**config.mk**
```make
export PLATFORM = sky130hd
export DESIGN_NAME = alu_operand_loader_flat
export DESIGN_NICKNAME = d
export VERILOG_FILES = /design/src/rtl/alu_pkg.sv /design/src/rtl/alu_operand_loader_if.sv /design/src/rtl/button_debouncer.sv /design/src/rtl/alu_operand_loader.sv /design/src/flat_wrapper.sv
export SDC_FILE = /design/constraint.sdc
export NUM_CORES = 1
export LEC_CHECK = 0
export CAP_MARGIN = 15
export CORE_MARGIN = 2
export CORE_UTILIZATION = 50
export CTS_CLUSTER_DIAMETER = 120
export DETAILED_ROUTE_END_ITERATION = 10
export GPL_TIMING_DRIVEN = 0
export PLACE_DENSITY = 0.76
export SYNTH_ARGS = -nofsm -noshare
export SYNTH_HDL_FRONTEND = slang
export SYNTH_SLANG_ARGS = --single-unit
```
**constraint.sdc**
```tcl
create_clock -name clk -period 2.2 [get_ports clk]
set_clock_uncertainty 0.1 [all_clocks]
set_input_delay 0.55 -clock clk [delete_from_list [all_inputs] [get_ports clk]]
set_output_delay 0.55 -clock clk [all_outputs]
set_load 0.02 [all_outputs]
```
**src/rtl/alu_pkg.sv**
```systemverilog
// Shared ALU definitions: default widths, opcode encodings and the operand-loader states.
package alu_pkg;

  localparam int unsigned DEFAULT_BUS_SIZE    = 8;
  localparam int unsigned DEFAULT_OPCODE_SIZE = 6;

  localparam logic [5:0] ADD = 6'b100000;
  localparam logic [5:0] SUB = 6'b100010;
  localparam logic [5:0] AND = 6'b100100;
  localparam logic [5:0] OR  = 6'b100101;
  localparam logic [5:0] XOR = 6'b100110;
  localparam logic [5:0] NOR = 6'b100111;
  localparam logic [5:0] SRL = 6'b000010;
  localparam logic [5:0] SRA = 6'b000011;

  typedef enum logic [1:0] {
    LOAD_A,
    LOAD_B,
    LOAD_OP,
    READY
  } loader_state_e;

endpackage

```
**src/rtl/alu_operand_loader_if.sv**
```systemverilog
// Board-side bundle of the operand loader: raw switches/buttons in, ALU operands out.
interface alu_operand_loader_if #(
  parameter int unsigned BUS_SIZE    = alu_pkg::DEFAULT_BUS_SIZE,
  parameter int unsigned OPCODE_SIZE = alu_pkg::DEFAULT_OPCODE_SIZE
);

  logic [BUS_SIZE-1:0]    switches;
  logic                   btn_a;
  logic                   btn_b;
  logic                   btn_op;
  logic [BUS_SIZE-1:0]    num1;
  logic [BUS_SIZE-1:0]    num2;
  logic [OPCODE_SIZE-1:0] opcode;
  logic                   ready;
  logic                   seq_err;

  modport master (
    output switches, btn_a, btn_b, btn_op,
    input  num1, num2, opcode, ready, seq_err
  );

  modport slave (
    input  switches, btn_a, btn_b, btn_op,
    output num1, num2, opcode, ready, seq_err
  );

endinterface

```
**src/rtl/button_debouncer.sv**
```systemverilog
// Synchronises one raw push-button, debounces it and emits a registered one-cycle press pulse.
module button_debouncer #(
  parameter int unsigned DEBOUNCE_CYCLES = 1
) (
  input  logic clk,
  input  logic rst_n,
  input  logic btn,
  output logic press
);

  localparam int unsigned CntW = $clog2(DEBOUNCE_CYCLES + 1);
  localparam logic [CntW-1:0] CntLast = CntW'(DEBOUNCE_CYCLES - 1);

  logic            btn_meta_q;
  logic            btn_sync_q;
  logic            level_q;
  logic            level_prev_q;
  logic            press_q;
  logic [CntW-1:0] cnt_q;

  always_ff @(posedge clk or negedge rst_n) begin
    if (!rst_n) begin
      btn_meta_q   <= 1'b0;
      btn_sync_q   <= 1'b0;
      level_q      <= 1'b0;
      level_prev_q <= 1'b0;
      press_q      <= 1'b0;
      cnt_q        <= '0;
    end else begin
      btn_meta_q   <= btn;
      btn_sync_q   <= btn_meta_q;
      level_prev_q <= level_q;
      press_q      <= level_q & ~level_prev_q;
      // The level flips on the DEBOUNCE_CYCLES-th consecutive disagreeing sample.
      if (btn_sync_q != level_q) begin
        if (cnt_q == CntLast) begin
          level_q <= btn_sync_q;
          cnt_q   <= '0;
        end else begin
          cnt_q <= cnt_q + 1'b1;
        end
      end else begin
        cnt_q <= '0;
      end
    end
  end

  assign press = press_q;

endmodule

```
**src/rtl/alu_operand_loader.sv**
```systemverilog
// ALU front end: loads num1, num2 and opcode from the switches in button order A, B, opcode.
module alu_operand_loader
  import alu_pkg::*;
#(
  parameter int unsigned BUS_SIZE        = DEFAULT_BUS_SIZE,
  parameter int unsigned OPCODE_SIZE     = DEFAULT_OPCODE_SIZE,
  parameter int unsigned DEBOUNCE_CYCLES = 1_000_000
) (
  input logic                 clk,
  input logic                 rst_n,
  alu_operand_loader_if.slave bus
);

  logic [BUS_SIZE-1:0]    sw_meta_q;
  logic [BUS_SIZE-1:0]    sw_sync_q;
  logic                   press_a;
  logic                   press_b;
  logic                   press_op;
  loader_state_e          state_q;
  logic [BUS_SIZE-1:0]    num1_q;
  logic [BUS_SIZE-1:0]    num2_q;
  logic [OPCODE_SIZE-1:0] opcode_q;
  logic                   ready_q;
  logic                   seq_err_q;

  always_ff @(posedge clk or negedge rst_n) begin
    if (!rst_n) begin
      sw_meta_q <= '0;
      sw_sync_q <= '0;
    end else begin
      sw_meta_q <= bus.switches;
      sw_sync_q <= sw_meta_q;
    end
  end

  button_debouncer #(.DEBOUNCE_CYCLES(DEBOUNCE_CYCLES)) u_dbnc_a (
    .clk   (clk),
    .rst_n (rst_n),
    .btn   (bus.btn_a),
    .press (press_a)
  );

  button_debouncer #(.DEBOUNCE_CYCLES(DEBOUNCE_CYCLES)) u_dbnc_b (
    .clk   (clk),
    .rst_n (rst_n),
    .btn   (bus.btn_b),
    .press (press_b)
  );

  button_debouncer #(.DEBOUNCE_CYCLES(DEBOUNCE_CYCLES)) u_dbnc_op (
    .clk   (clk),
    .rst_n (rst_n),
    .btn   (bus.btn_op),
    .press (press_op)
  );

  always_ff @(posedge clk or negedge rst_n) begin
    if (!rst_n) begin
      state_q   <= LOAD_A;
      num1_q    <= '0;
      num2_q    <= '0;
      opcode_q  <= OPCODE_SIZE'(ADD);
      ready_q   <= 1'b0;
      seq_err_q <= 1'b0;
    end else begin
      // An accepted load rewrites seq_err from any simultaneous stray press.
      unique case (state_q)
        LOAD_A: begin
          if (press_a) begin
            num1_q    <= sw_sync_q;
            state_q   <= LOAD_B;
            seq_err_q <= press_b | press_op;
          end else if (press_b | press_op) begin
            seq_err_q <= 1'b1;
          end
        end
        LOAD_B: begin
          if (press_b) begin
            num2_q    <= sw_sync_q;
            state_q   <= LOAD_OP;
            seq_err_q <= press_a | press_op;
          end else if (press_a | press_op) begin
            seq_err_q <= 1'b1;
          end
        end
        LOAD_OP: begin
          if (press_op) begin
            opcode_q  <= sw_sync_q[OPCODE_SIZE-1:0];
            state_q   <= READY;
            ready_q   <= 1'b1;
            seq_err_q <= press_a | press_b;
          end else if (press_a | press_b) begin
            seq_err_q <= 1'b1;
          end
        end
        READY: begin
          if (press_a)  num1_q   <= sw_sync_q;
          if (press_b)  num2_q   <= sw_sync_q;
          if (press_op) opcode_q <= sw_sync_q[OPCODE_SIZE-1:0];
        end
        default: begin
          state_q <= LOAD_A;
          ready_q <= 1'b0;
        end
      endcase
    end
  end

  assign bus.num1    = num1_q;
  assign bus.num2    = num2_q;
  assign bus.opcode  = opcode_q;
  assign bus.ready   = ready_q;
  assign bus.seq_err = seq_err_q;

endmodule

```
**src/flat_wrapper.sv**
```systemverilog
// flat-port wrapper written by rule: the top's interface ports become plain ports
module alu_operand_loader_flat import alu_pkg::*;
#(
  parameter int unsigned BUS_SIZE        = DEFAULT_BUS_SIZE,
  parameter int unsigned OPCODE_SIZE     = DEFAULT_OPCODE_SIZE,
  parameter int unsigned DEBOUNCE_CYCLES = 1_000_000
)
  (clk, rst_n, bus_switches, bus_btn_a, bus_btn_b, bus_btn_op, bus_num1, bus_num2, bus_opcode, bus_ready, bus_seq_err);
  alu_operand_loader_if #(.BUS_SIZE(BUS_SIZE), .OPCODE_SIZE(OPCODE_SIZE)) bus_i ();
  input logic clk;
  input logic rst_n;
  input wire logic [$bits(bus_i.switches)-1:0] bus_switches;
  input wire logic [$bits(bus_i.btn_a)-1:0] bus_btn_a;
  input wire logic [$bits(bus_i.btn_b)-1:0] bus_btn_b;
  input wire logic [$bits(bus_i.btn_op)-1:0] bus_btn_op;
  output wire logic [$bits(bus_i.num1)-1:0] bus_num1;
  output wire logic [$bits(bus_i.num2)-1:0] bus_num2;
  output wire logic [$bits(bus_i.opcode)-1:0] bus_opcode;
  output wire logic [$bits(bus_i.ready)-1:0] bus_ready;
  output wire logic [$bits(bus_i.seq_err)-1:0] bus_seq_err;
  assign bus_i.switches = bus_switches;
  assign bus_i.btn_a = bus_btn_a;
  assign bus_i.btn_b = bus_btn_b;
  assign bus_i.btn_op = bus_btn_op;
  assign bus_num1 = bus_i.num1;
  assign bus_num2 = bus_i.num2;
  assign bus_opcode = bus_i.opcode;
  assign bus_ready = bus_i.ready;
  assign bus_seq_err = bus_i.seq_err;
  alu_operand_loader #(.BUS_SIZE(BUS_SIZE), .OPCODE_SIZE(OPCODE_SIZE), .DEBOUNCE_CYCLES(DEBOUNCE_CYCLES)) u_core (.clk(clk), .rst_n(rst_n), .bus(bus_i));
endmodule
```
; Word-level counts from Yosys, hierarchy flattened
; Index checks and enable logic that the tools add are counted.
[word_totals]
word_cells = 84
latchBits = 0
ff_bits = 117
rom_bits = 0
mem_bits_rw = 0
inputBits = 13
output_inout_bits = 24
n_memories = 0
[classes]
n_bitwise = 9
shifts = 0
n_mux = 17
n_mul = 0
reduce_logical = 14
n_eq_ne = 15
order_cmp = 0
addsub = 3
div_mod_pow = 0
[ops]
columns = operator, n
row1 = 20-bit two-way mux, 6
row2 = 20-bit by 1-bit adder with 20-bit output (second input constant), 3
row3 = 20-bit == test (second input constant), 3
row4 = 2-bit AND reduction, 7
row5 = 3-bit by 2-bit != test with 1-bit output (second input constant), 3
row6 = 4-bit AND reduction, 2
row7 = 1-bit two-way mux, 6
row8 = 2-bit two-way mux, 3
row9 = 2-bit != test (second input constant), 3
row10 = 2-bit one-hot mux with 3 select lines, 1
row11 = 2-bit OR reduction, 3
row12 = 2-bit == test (second input constant), 2
row13 = 1-bit AND, 3
row14 = 1-bit != test, 3
row15 = 1-bit inverter, 3
row16 = 1-bit OR, 3
row17 = 1-bit one-hot mux with 3 select lines, 1
row18 = 3-bit nonzero test, 1
row19 = 2-bit by 1-bit == test with 1-bit output (second input constant), 1
row20 = 2-bit zero test, 1

; Depth between registers and ports, before layout
; Gate-level depths: netlist (run 1).
[depth]
word_depth = 4
ltp_mapped = 6
ltp_nobuf = 6

; Cells and area by module
; From an unflattened synthesis (run 1), not the netlist that was laid out.
[hier_totals]
cells_unflattened = 424
area_unflattened_um2 = 5059.9
[by_module_without_submodules]
columns = mod, n_inst, cells_per_inst, area_each_um2, seq_area_each_um2
row1 = button_debouncer (u_core.u_dbnc_b ...), 2, 109, 1171.1, 625.6
row2 = alu_operand_loader, 1, 95, 1551.5, 1052.3
row3 = button_debouncer (u_core.u_dbnc_a), 1, 111, 1166.1, 625.6

; Worst setup path before layout (run 1)
; No wires, ideal clock.
[synth_path]
path_kind = flip-flop to flip-flop
startpoint = register u_core.u_dbnc_op.cnt_q[0]
endpoint = register u_core.u_dbnc_op.cnt_q[18]
stages_incl_launch_ff = 7
period_less_slack_ns = 2.085
required_time_ns = 2.022
n_path_buf = 1
slack_ns = 0.115
arrival_time_ns = 1.907
setup_time_ns = 0.078
cell_sequence = dfrtp_1 > ha_1 > nand2_1 > or4_1 > buf_2 > or4_1 > a21oi_1
[synth_between]
elab_chain_len = 3
elab_cells_between_ends = 4
classes_between = 1 x add/sub / 1 x eq/ne / 2 x mux
[synth_lines]
columns = item, line_no
row1 = from (decl), button_debouncer.sv:19  ; logic [CntW-1:0] cnt_q;
row2 = from (signal assigned), button_debouncer.sv:40  ; cnt_q <= cnt_q + 1'b1;
row3 = 20-bit by 1-bit adder with 20-bit output or 20-bit == test (tied branches), "button_debouncer.sv:40, button_debouncer.sv:36"
row4 = 20-bit two-way mux (*), button_debouncer.sv:36  ; if (cnt_q == CntLast) begin
row5 = 20-bit two-way mux (*), button_debouncer.sv:35  ; if (btn_sync_q != level_q) begin
; Every way passes the cells marked *; elsewhere a longest branch is shown, timed or not.
; A chain may end at the register's enable or synchronous reset.

; Final worst setup path (run 1)
[layout_path]
startpoint = register u_core.u_dbnc_op.cnt_q[1]
endpoint = register u_core.u_dbnc_op.cnt_q[18]
; Same word-level chain as after synthesis.

==> run summary, run 1 <==
Internal - 4.34 mW
First-pass GRT wire length - 16900 um
Worst EP arrival - 2.50 ns
Worst-Margin Slew - 0.811 ns
Final min period - 2.16 ns
Final Hold Vio Count - 0
CP Launch Point - u_core.u_dbnc_op.cnt_q[1]
Syn-to-layout area delta - 26.4%
Largest net degree at the start of global routing - 77
Max Clk Rate - 464 MHz
Initial Util - 0.513
CP endpoint kind - flip-flop
Met1 Usage GRT - 0.247
Num rows - 36
Switch share - 0.200
Synthesis-stage register bit count - 117
Critical hold path startpoint - u_core.u_dbnc_op.btn_meta_q
Number of global-route vias before repair - 3609
Final wirelength - 9910 um
Sequential fraction of design power - 0.409
Most frequent cells after synthesis - dfrtp_1 (116), nor2_1 (51), xnor2_1 (27)
Grt total ovfl - 0
Max-Cap Viols - 0
Hold Slack - 0.246 ns
Peak VDD IR - 0.473 mV
Hold Path End - u_core.u_dbnc_op.btn_sync_q
DRC - 0
Switching power of the nets - 1.08 mW
Distinct cells, synth - 40
Worst setup path class - reg2reg
Synth top area cells - dfrtp_1 (58%), mux2_2 (5.6%), xnor2_1 (4.7%)
Crit share post-route - 0.980
CTS H-tree depth - 4
Seq/Total Area, Yosys - 0.587
Vias - 3543
Initial antenna violation count - 0
Initial DRC Count - 235
CTS tree - yes
Die W - 104 um
Synthesized area per cell - 11.3 sq um
Layout cell share with drive strength beyond 1 - 0.163
Register-to-Register Path Depth - 6
Met3 GRT Util - 0.0508
Hold WC Path Type - reg2reg
Startpoint types - flip-flop
Post-synth net total - 463
Max_slew headroom - 0.456
Port Buffers - 36
Clk root buf - clkbuf_8
Drt first pass iters - 5
GRT met2 Usage - 0.323
Warnings from Yosys - 0
CP Max Fanout - 8
Most common cell in the netlist - dfrtp_1
RR Startpoint - u_core.u_dbnc_op.cnt_q[1]
Core area - 9730 sq um
Die extent in y - 104 um
Hold depth - 0
Worst flop-to-flop path endpoint - u_core.u_dbnc_op.cnt_q[18]
Ys flop type - dfrtp_1
Final GP Congestion - 0.802
Die area - 10800 sq um
Bufs on Longest Clock Path - 2
Synth top area share - 0.582
R2R setup slack - 0.04 ns
Comb power frac - 0.025
Fill count - 725
Detailed placement HPWL - 6000 um
Via density - 5.46
Slew Viols, Final - 0
CP required - 2.54 ns
Finish-stage setup viols - 0
Nets - 524
Ports - 37
Leakage - 2.66 nW
GRT Util Overall - 0.194
WL/cell - 15.3 um
Latest clock arrival within the worst-skew pair - 0.51 ns
DRT antenna net count - 0
GR peak layer - met2
Fin util - 0.648
TritonCTS Buffers - 17
P per Cell Area - 860 nW/um^2
Mapped Cells - 442
Clock Power Share - 0.566
Number of synthesized flops with an enable pin - 0
Synth Cell Area - 4990 sq um
Status - finished clean
Clock Sinks - 117
Area leader, netlist - dfrtp_1
# diodes - 0
Setup_tns - 0 ns
Post-synth ARST share - 1.00
Worst-path clk slew - 0.06 ns
power by group through the flow:
stage | Clock (mW) | Combinational (mW) | Sequential, mW
after global placement | 0 | 0.113 | 2.25
final | 3.07 | 0.135 | 2.22
after CTS | 3.11 | 0.128 | 2.21
after detailed placement | 0 | 0.120 | 2.25
after floorplan | 0 | 0.0404 | 2.24
after global routing | 3.21 | 0.154 | 2.22
repair_timing:
item,4_1_cts,5_1_grt
pin swaps,1,3
hold buffers,1,0
resized for setup,4,17
endpoints found under the setup margin,24,42
endpoints found under the hold margin,41,0
setup buffers,2,3
final cells by class:
class | count | area [sq um] | share of cell area
multi-input combinational | 295 | 1990 | 0.316
buffer | 9 | 43.8 | 0.00695
clock inverter | 13 | 229 | 0.0363
inverter | 20 | 75.1 | 0.0119
clock buffer | 19 | 432 | 0.0685
sequential | 117 | 2930 | 0.465
tap | 133 | 166 | 0.0264
timing repair buffer | 43 | 432 | 0.0685
logic make-up after synthesis:
kind of cell,synth area share
buffers and inverters,0.0233
adders and majority gates,0.0201
muxes,0.0625
DFF,0.587
AOI/OAI and AO/OA,0.0534
xor gates and xnor gates,0.0702
and+or+nand+nor,0.183
per-stage QoR:
step	cell area, sq um	power, mW	instances	setup slack [ns]
floorplan	4990	2.29	442	0.115
global placement	5520	2.36	611	-3.79
detailed placement	5540	2.37	612	-0.0630
CTS	6230	5.45	647	0.00800
global route	6300	5.58	649	-0.0412
finish	6300	5.42	649	0.0435
sequential cells by signal (all words and copies together) (netlist names), 2 cells and up:
name and cells:
u_core.bus.num2 8, u_core.bus.opcode 6, u_core.u_dbnc_a.cnt_q 20, u_core.state_q 2, u_core.bus.num1 8, u_core.sw_sync_q 8
u_core.u_dbnc_op.cnt_q 20, u_core.u_dbnc_b.cnt_q 20, u_core.sw_meta_q 8
worst max-delay path by stage:
stage / end
floorplan: u_core.u_dbnc_op.cnt_q[18]
global placement: u_core.u_dbnc_b.cnt_q[10]
detailed placement: u_core.u_dbnc_b.cnt_q[12]
CTS: u_core.u_dbnc_op.cnt_q[18]
global route: u_core.u_dbnc_op.cnt_q[17]
finish: u_core.u_dbnc_op.cnt_q[18]
critical path, cell delays in order, from the launching register on:
cell and delay [ns]:
dfrtp_1 0.43, ha_4 0.18, nand2_1 0.09, or4_1 0.51
buf_4 0.17, or4_4 0.48, a21oi_2 0.13
cell usage in the layout (no fill, tap or decap), types with 4 or more instances in the layout:
cell	count
nor2_1	51
xnor2_1	27
a21oi_1	15
nor4_1	8
clkbuf_1	4
o31ai_1	6
or3_1	11
dfrtp_1	114
mux2_2	25
ha_1	7
nor3_1	16
nand3_1	21
nand4_1	14
nor2b_1	5
o21ai_0	11
buf_4	7
clkbuf_16	16
xor2_1	13
bufinv_16	6
clkdlybuf4s50_1	34
inv_1	20
or4_1	7
nand2_1	21
layer usage:
| layer | vias to the layer above | part of all wire |
|---|---|---|
| li1 | 1678 | - |
| met1 | 1781 | 0.44 |
| met2 | 71 | 0.51 |
| met3 | 13 | 0.037 |
| met4 | 0 | 0.014 |
| met5 | - | 0 |
(Power assumes the default switching activity.)
==> inputs of run 2 (changes only) <==
CTS_CLUSTER_DIAMETER = 100   (was 120)
SKIP_CTS_REPAIR_TIMING = 1   (was unset)
==> run summary, run 2 (same netlist as run 1, synthesis figures left out) <==
Status - finished clean
Initial DRC Count - 239 (+1.7%)
Hold depth - 0 (unchanged)
DRT antenna net count - 0 (unchanged)
Grt total ovfl - 0 (unchanged)
Crit path largest cell delay - 0.62 ns (+0.11 ns)
Critical hold path startpoint - u_core.u_dbnc_op.btn_meta_q
CTS H-tree depth - 4 (unchanged)
First-pass GRT wire length - 16800 um (-0.12%)
Clk root buf - clkbuf_8
Vias - 3568 (+0.71%)
Commonest non-fill, non-tap cells in the layout - dfrtp_1 (114), nor2_1 (51), clkdlybuf4s50_1 (34)
Final wirelength - 9900 um (about the same)
Commonest non-fill, non-tap cell in the layout - dfrtp_1
Nets - 526 (+0.38%)
Die area - 10800 sq um (unchanged)
Worst EP arrival - 1.49 ns (-1.01 ns)
Bufs on Longest Clock Path - 2 (unchanged)
Largest registers - u_core.u_dbnc_a.cnt_q x20, u_core.u_dbnc_b.cnt_q x20, u_core.u_dbnc_op.cnt_q x20
Syn-to-layout area delta - 26.7%
Hold Slack - 0.246 ns (-0.0000290 ns)
Die W - 104 um (unchanged)
Drt first pass iters - 4 (-1)
CP Max Fanout - 2 (-6)
# diodes - 0 (unchanged)
Port Buffers - 36 (unchanged)
Register-to-Register Path Depth - 6 (unchanged)
Crit path buf inv count - 1 (unchanged)
TritonCTS Buffers - 17 (unchanged)
Worst-path clk slew - 0.06 ns (about the same)
DRC - 0 (unchanged)
Worst flop-to-flop path endpoint - u_core.u_dbnc_op.cnt_q[18]
Finish-stage setup viols - 0 (unchanged)
CP required - 1.55 ns (-0.99 ns)
Number of global-route vias before repair - 3604 (-0.14%)
Hold WC Path Type - reg2reg
WL/cell - 15.2 um (-0.40%)
RR Startpoint - u_core.u_dbnc_op.cnt_q[1]
Initial Util - 0.513 (unchanged)
Num rows - 36 (unchanged)
R2R setup slack - 0.07 ns (+0.03 ns)
Detailed placement HPWL - 6000 um (unchanged)
CP endpoint kind - output port
Fin util - 0.649 (+0.00154)
Max_slew headroom - 0.457 (+0.00121)
Peak VDD IR - 0.473 mV (about the same)
Startpoint types - flip-flop
Slew Viols, Final - 0 (unchanged)
Final Hold Vio Count - 0 (unchanged)
Largest net degree at the start of global routing - 77 (unchanged)
Leakage - 2.68 nW (+0.95%)
Max-Cap Viols - 0 (unchanged)
Crit share post-route - 0.975 (-0.00556)
Final GP Congestion - 0.802 (unchanged)
Final min period - 2.14 ns (-0.0122 ns)
Cell-by-cell listing of the critical path - clkdlybuf4s50_1
CTS tree - yes
Design Power - 5.43 mW (+0.18%)
Die extent in y - 104 um (unchanged)
Latest clock arrival within the worst-skew pair - 0.52 ns (about the same)
Delay-heaviest family, CP - buffers and inverters
Worst setup path class - reg2out
Max Clk Rate - 466 MHz (+0.57%)
P per Cell Area - 859 nW/um^2 (about the same)
Via density - 5.48 (+0.40%)
Hold Path End - u_core.u_dbnc_op.btn_sync_q
Core area - 9730 sq um (unchanged)
Initial antenna violation count - 0 (unchanged)
Clock Sinks - 117 (unchanged)
GRT Util Overall - 0.194 (about the same)
Ports - 37 (unchanged)
Layout cell share with drive strength beyond 1 - 0.166 (+0.00323)
Worst-Margin Slew - 0.809 ns (-0.00180 ns)
Slowest CP cell - clkdlybuf4s50_1
## run 2: changes by cell type in the layout (fill, tap and decap cells not counted), sizes merged
cell / previous run / this run
buf: 10 / 12
dlygate4sd2: 1 / 0
dlymetal6s2s: 0 / 1
## run 2: metrics by stage
| stage | area, sq um | setup TNS [ns] | setup slack, ns | instances |
|---|---|---|---|---|
| final | 6320 | 0 | 0.0557 | 651 |
| after global routing | 6320 | -0.0326 | -0.0308 | 651 |
| after CTS | 6200 | -2.38 | -0.140 | 644 |
| after detailed placement | 5540 | -0.680 | -0.0630 | 612 |
| after global placement | 5520 | -442.63 | -3.79 | 611 |
| after floorplan | 4990 | 0 | 0.115 | 442 |
## run 2: worst max-delay path by stage
stage | from | end | slack [ns] | cells after the start
2_1_floorplan | u_core.u_dbnc_op.cnt_q[0] | u_core.u_dbnc_op.cnt_q[18] | 0.11 | 6
3_3_place_gp | rst_n | u_core.u_dbnc_b.cnt_q[10] | -3.79 | 1
3_5_place_dp | u_core.u_dbnc_b.cnt_q[11] | u_core.u_dbnc_b.cnt_q[12] | -0.06 | 6
4_1_cts | u_core.u_dbnc_b.cnt_q[11] | u_core.u_dbnc_b.cnt_q[16] | -0.14 | 6
5_1_grt | u_core.u_dbnc_op.cnt_q[1] | u_core.u_dbnc_op.cnt_q[17] | -0.03 | 6
6_report | u_core.bus.num1[1] | bus_num1[1] | 0.06 | 1
## run 2: layout make-up
| class | count | area, sq um |
|---|---|---|
| Fill cell | 723 | 3410 |
| Tap cell | 133 | 166 |
| Clock buffer | 19 | 432 |
| Inverter | 20 | 75.1 |
| Buffer | 9 | 47.5 |
| Sequential cell | 117 | 2930 |
| Clock inverter | 13 | 229 |
| Timing Repair Buffer | 45 | 450 |
| Multi-Input combinational cell | 295 | 1990 |
## run 2: per-layer routing
layer	vias to the layer above	share of wire	track usage
met2	90	0.51	0.320
li1	1677	-	-
met3	15	0.041	0.0514
met1	1786	0.43	0.248
met5	-	0	0
met4	0	0.016	0.0705
## run 2: where the power goes
part / switching [mW] / total (mW) / internal [mW] / leakage (nW)
Clock: 0.979 / 3.08 / 2.10 / 0.322
Combinational: 0.0822 / 0.137 / 0.0551 / 0.793
Sequential: 0.0276 / 2.22 / 2.19 / 1.57
Total: 1.09 / 5.43 / 4.34 / 2.68
==> RTL change, RTL diff (flow settings as in run 1) <==
The package constant `DEFAULT_BUS_SIZE` goes from 8 to 16.
--- a/src/rtl/alu_pkg.sv
+++ b/src/rtl/alu_pkg.sv
@@ -1,7 +1,7 @@
 // Shared ALU definitions: default widths, opcode encodings and the operand-loader states.
 package alu_pkg;
 
-  localparam int unsigned DEFAULT_BUS_SIZE    = 8;
+  localparam int unsigned DEFAULT_BUS_SIZE    = 16;
   localparam int unsigned DEFAULT_OPCODE_SIZE = 6;
 
   localparam logic [5:0] ADD = 6'b100000;
Interface: changed (resized bus_num1, bus_num2 and bus_switches); port bits go from 37 to 61. No check against the original RTL was run, so the function may have changed too.
==> RTL change against run 1 <==
  * The flow now finishes with violations (DRC, setup timing)
  * Global-route usage decreased by 0.99 points
  * Final area is 21% higher
  * Via count is 12% higher
  * Critical path depth stayed put
  * Hold slack better by 0.60 ps
  * Routed wire length rose by 15%
  * Area after synthesis is 20% higher
  * Cell count is 12% higher
  * Setup slack worse by 76 ps
  * Utilization grew 1.3 points
  * Sequential cell count grew 32
  * Total power increased by 11%
  * Critical path type unchanged
==> RTL change: results (changes against run 1) <==
- Outcome: complete, but fails checks
- Failing checks: DRC, setup timing
- Hold WS: 247 ps (+0.601 ps)
- Setup TNS: -162 ps (-162 ps)
- Commonest cells in the netlist: 148 x dfrtp_1, 56 x nor2_1, 41 x mux2_2, 28 x xnor2_1, 20 x nand3_1
- Critical R2R Launch: u_core.u_dbnc_b.cnt_q[9]
- Gpl congestion: 0.780 (-2.8%)
- Layout Nets: 601 (+15%)
- First-pass DRT Iterations: 7 (+2)
- Worst setup margin: -32.8 ps (-76.3 ps)
- Later-pin clock latency in the skew report: 420 ps (-90 ps)
- All-Layer GR Usage: 0.184 (-0.00989)
- Port Buffers: 60 (+67%)
- Remaining DRCs: 3 (+3)
- WHS Endpoint: u_core.sw_sync_q[13]
- Leakage: 3.31 nW (+24%)
- Placed wire-length estimate: 7.17 mm (+19%)
- HP Start: u_core.sw_meta_q[13]
- Setup Viol. Count Final: 8 (+8)
- Crit-path max cell delay: 540 ps (+30 ps)
- Slowest CP cell: or4_4
- Share of cells above drive strength 1: 0.198 (+0.0355)
- Actual slew at the worst max-slew pin: 684 ps (-127 ps)
- Syn nets: 510 (+10%)
- Crit Reg-Reg Endpoint: u_core.u_dbnc_b.cnt_q[11]
- Peak fanout along the critical path: 5 (-3)
- Reg2Reg Depth: 6 (unchanged)
- Vias in the first global route: 3,949 (+9.4%)
- First-pass GRT wire length: 18.6 mm (+10%)
- Ys async rst share: 1.00 (unchanged)
- Post-synthesis sequential area ratio: 0.625 (+0.0383)
- Crit path from: u_core.u_dbnc_b.cnt_q[9]
- Routed via count: 3,964 (+12%)
- Average wire per cell in the routed design: 15.6 µm (+2.4%)
- Pre-CTS setup slack: -357 ps (-294 ps)
- Root Buffer Master: clkbuf_16
- Synth area leaders: dfrtp_1 62%, mux2_2 7.7%, xnor2_1 4.1%
- Largest net degree at the start of global routing: 98 (+27%)
- Max VDD drop: 0.480 mV (+1.5%)
-- RTL change: cells by family (layout without fill, tap and decap cells) --
| family | Yosys count | count (layout) | synth area share |
|---|---|---|---|
| flops | 149 | 149 | 0.625 |
| xor+xnor | 42 | 42 | 0.0617 |
| compound gates | 40 | 40 | 0.0418 |
| mux | 44 | 44 | 0.0825 |
| buf+inv | 28 | 132 | 0.0231 |
| fa+ha+maj | 8 | 8 | 0.0168 |
| simple gates | 170 | 170 | 0.149 |
-- RTL change: cell type report --
type	count	area, µm²
inverter	15	56.3
multi-input combinational	304	2190
tap	143	179
sequential	149	3730
fill	788	3900
clock buffer	20	467
timing repair buffer	73	733
buffer	12	93.8
clock inverter	12	165
-- RTL change: report_power, final --
group | switching [W] | internal [W]
Sequential | 0.0000311 | 0.00279
Combinational | 0.0000946 | 0.0000736
Clock | 0.00114 | 0.00189
-- RTL change: routing by layer --
metal	wire, µm	track usage	part of all wire	up-vias
met5	0	0	0	-
met4	233	0.0805	0.020	0
met3	391	0.0412	0.034	20
met2	5890	0.311	0.52	76
met1	4860	0.230	0.43	1998
li1	-	-	-	1870
-- RTL change: timing repair --
item | 4_1_cts | 5_1_grt
pin swaps | 2 | 7
hold buffers | 1 | 0
gates cloned | 0 | 1
gates resized for setup | 9 | 25
setup endpoints to repair | 44 | 46
endpoints found under the hold margin | 13 | 0
buffers inserted | 1 | 9
-- RTL change: through the flow --
stage	instance area, µm²	instances	total power, W
final	7610	728	0.00602
after global routing	7610	728	0.00622
after CTS	7440	718	0.00605
after detailed placement	6770	685	0.00302
after global placement	6740	684	0.00301
after floorplan	5960	481	0.00290
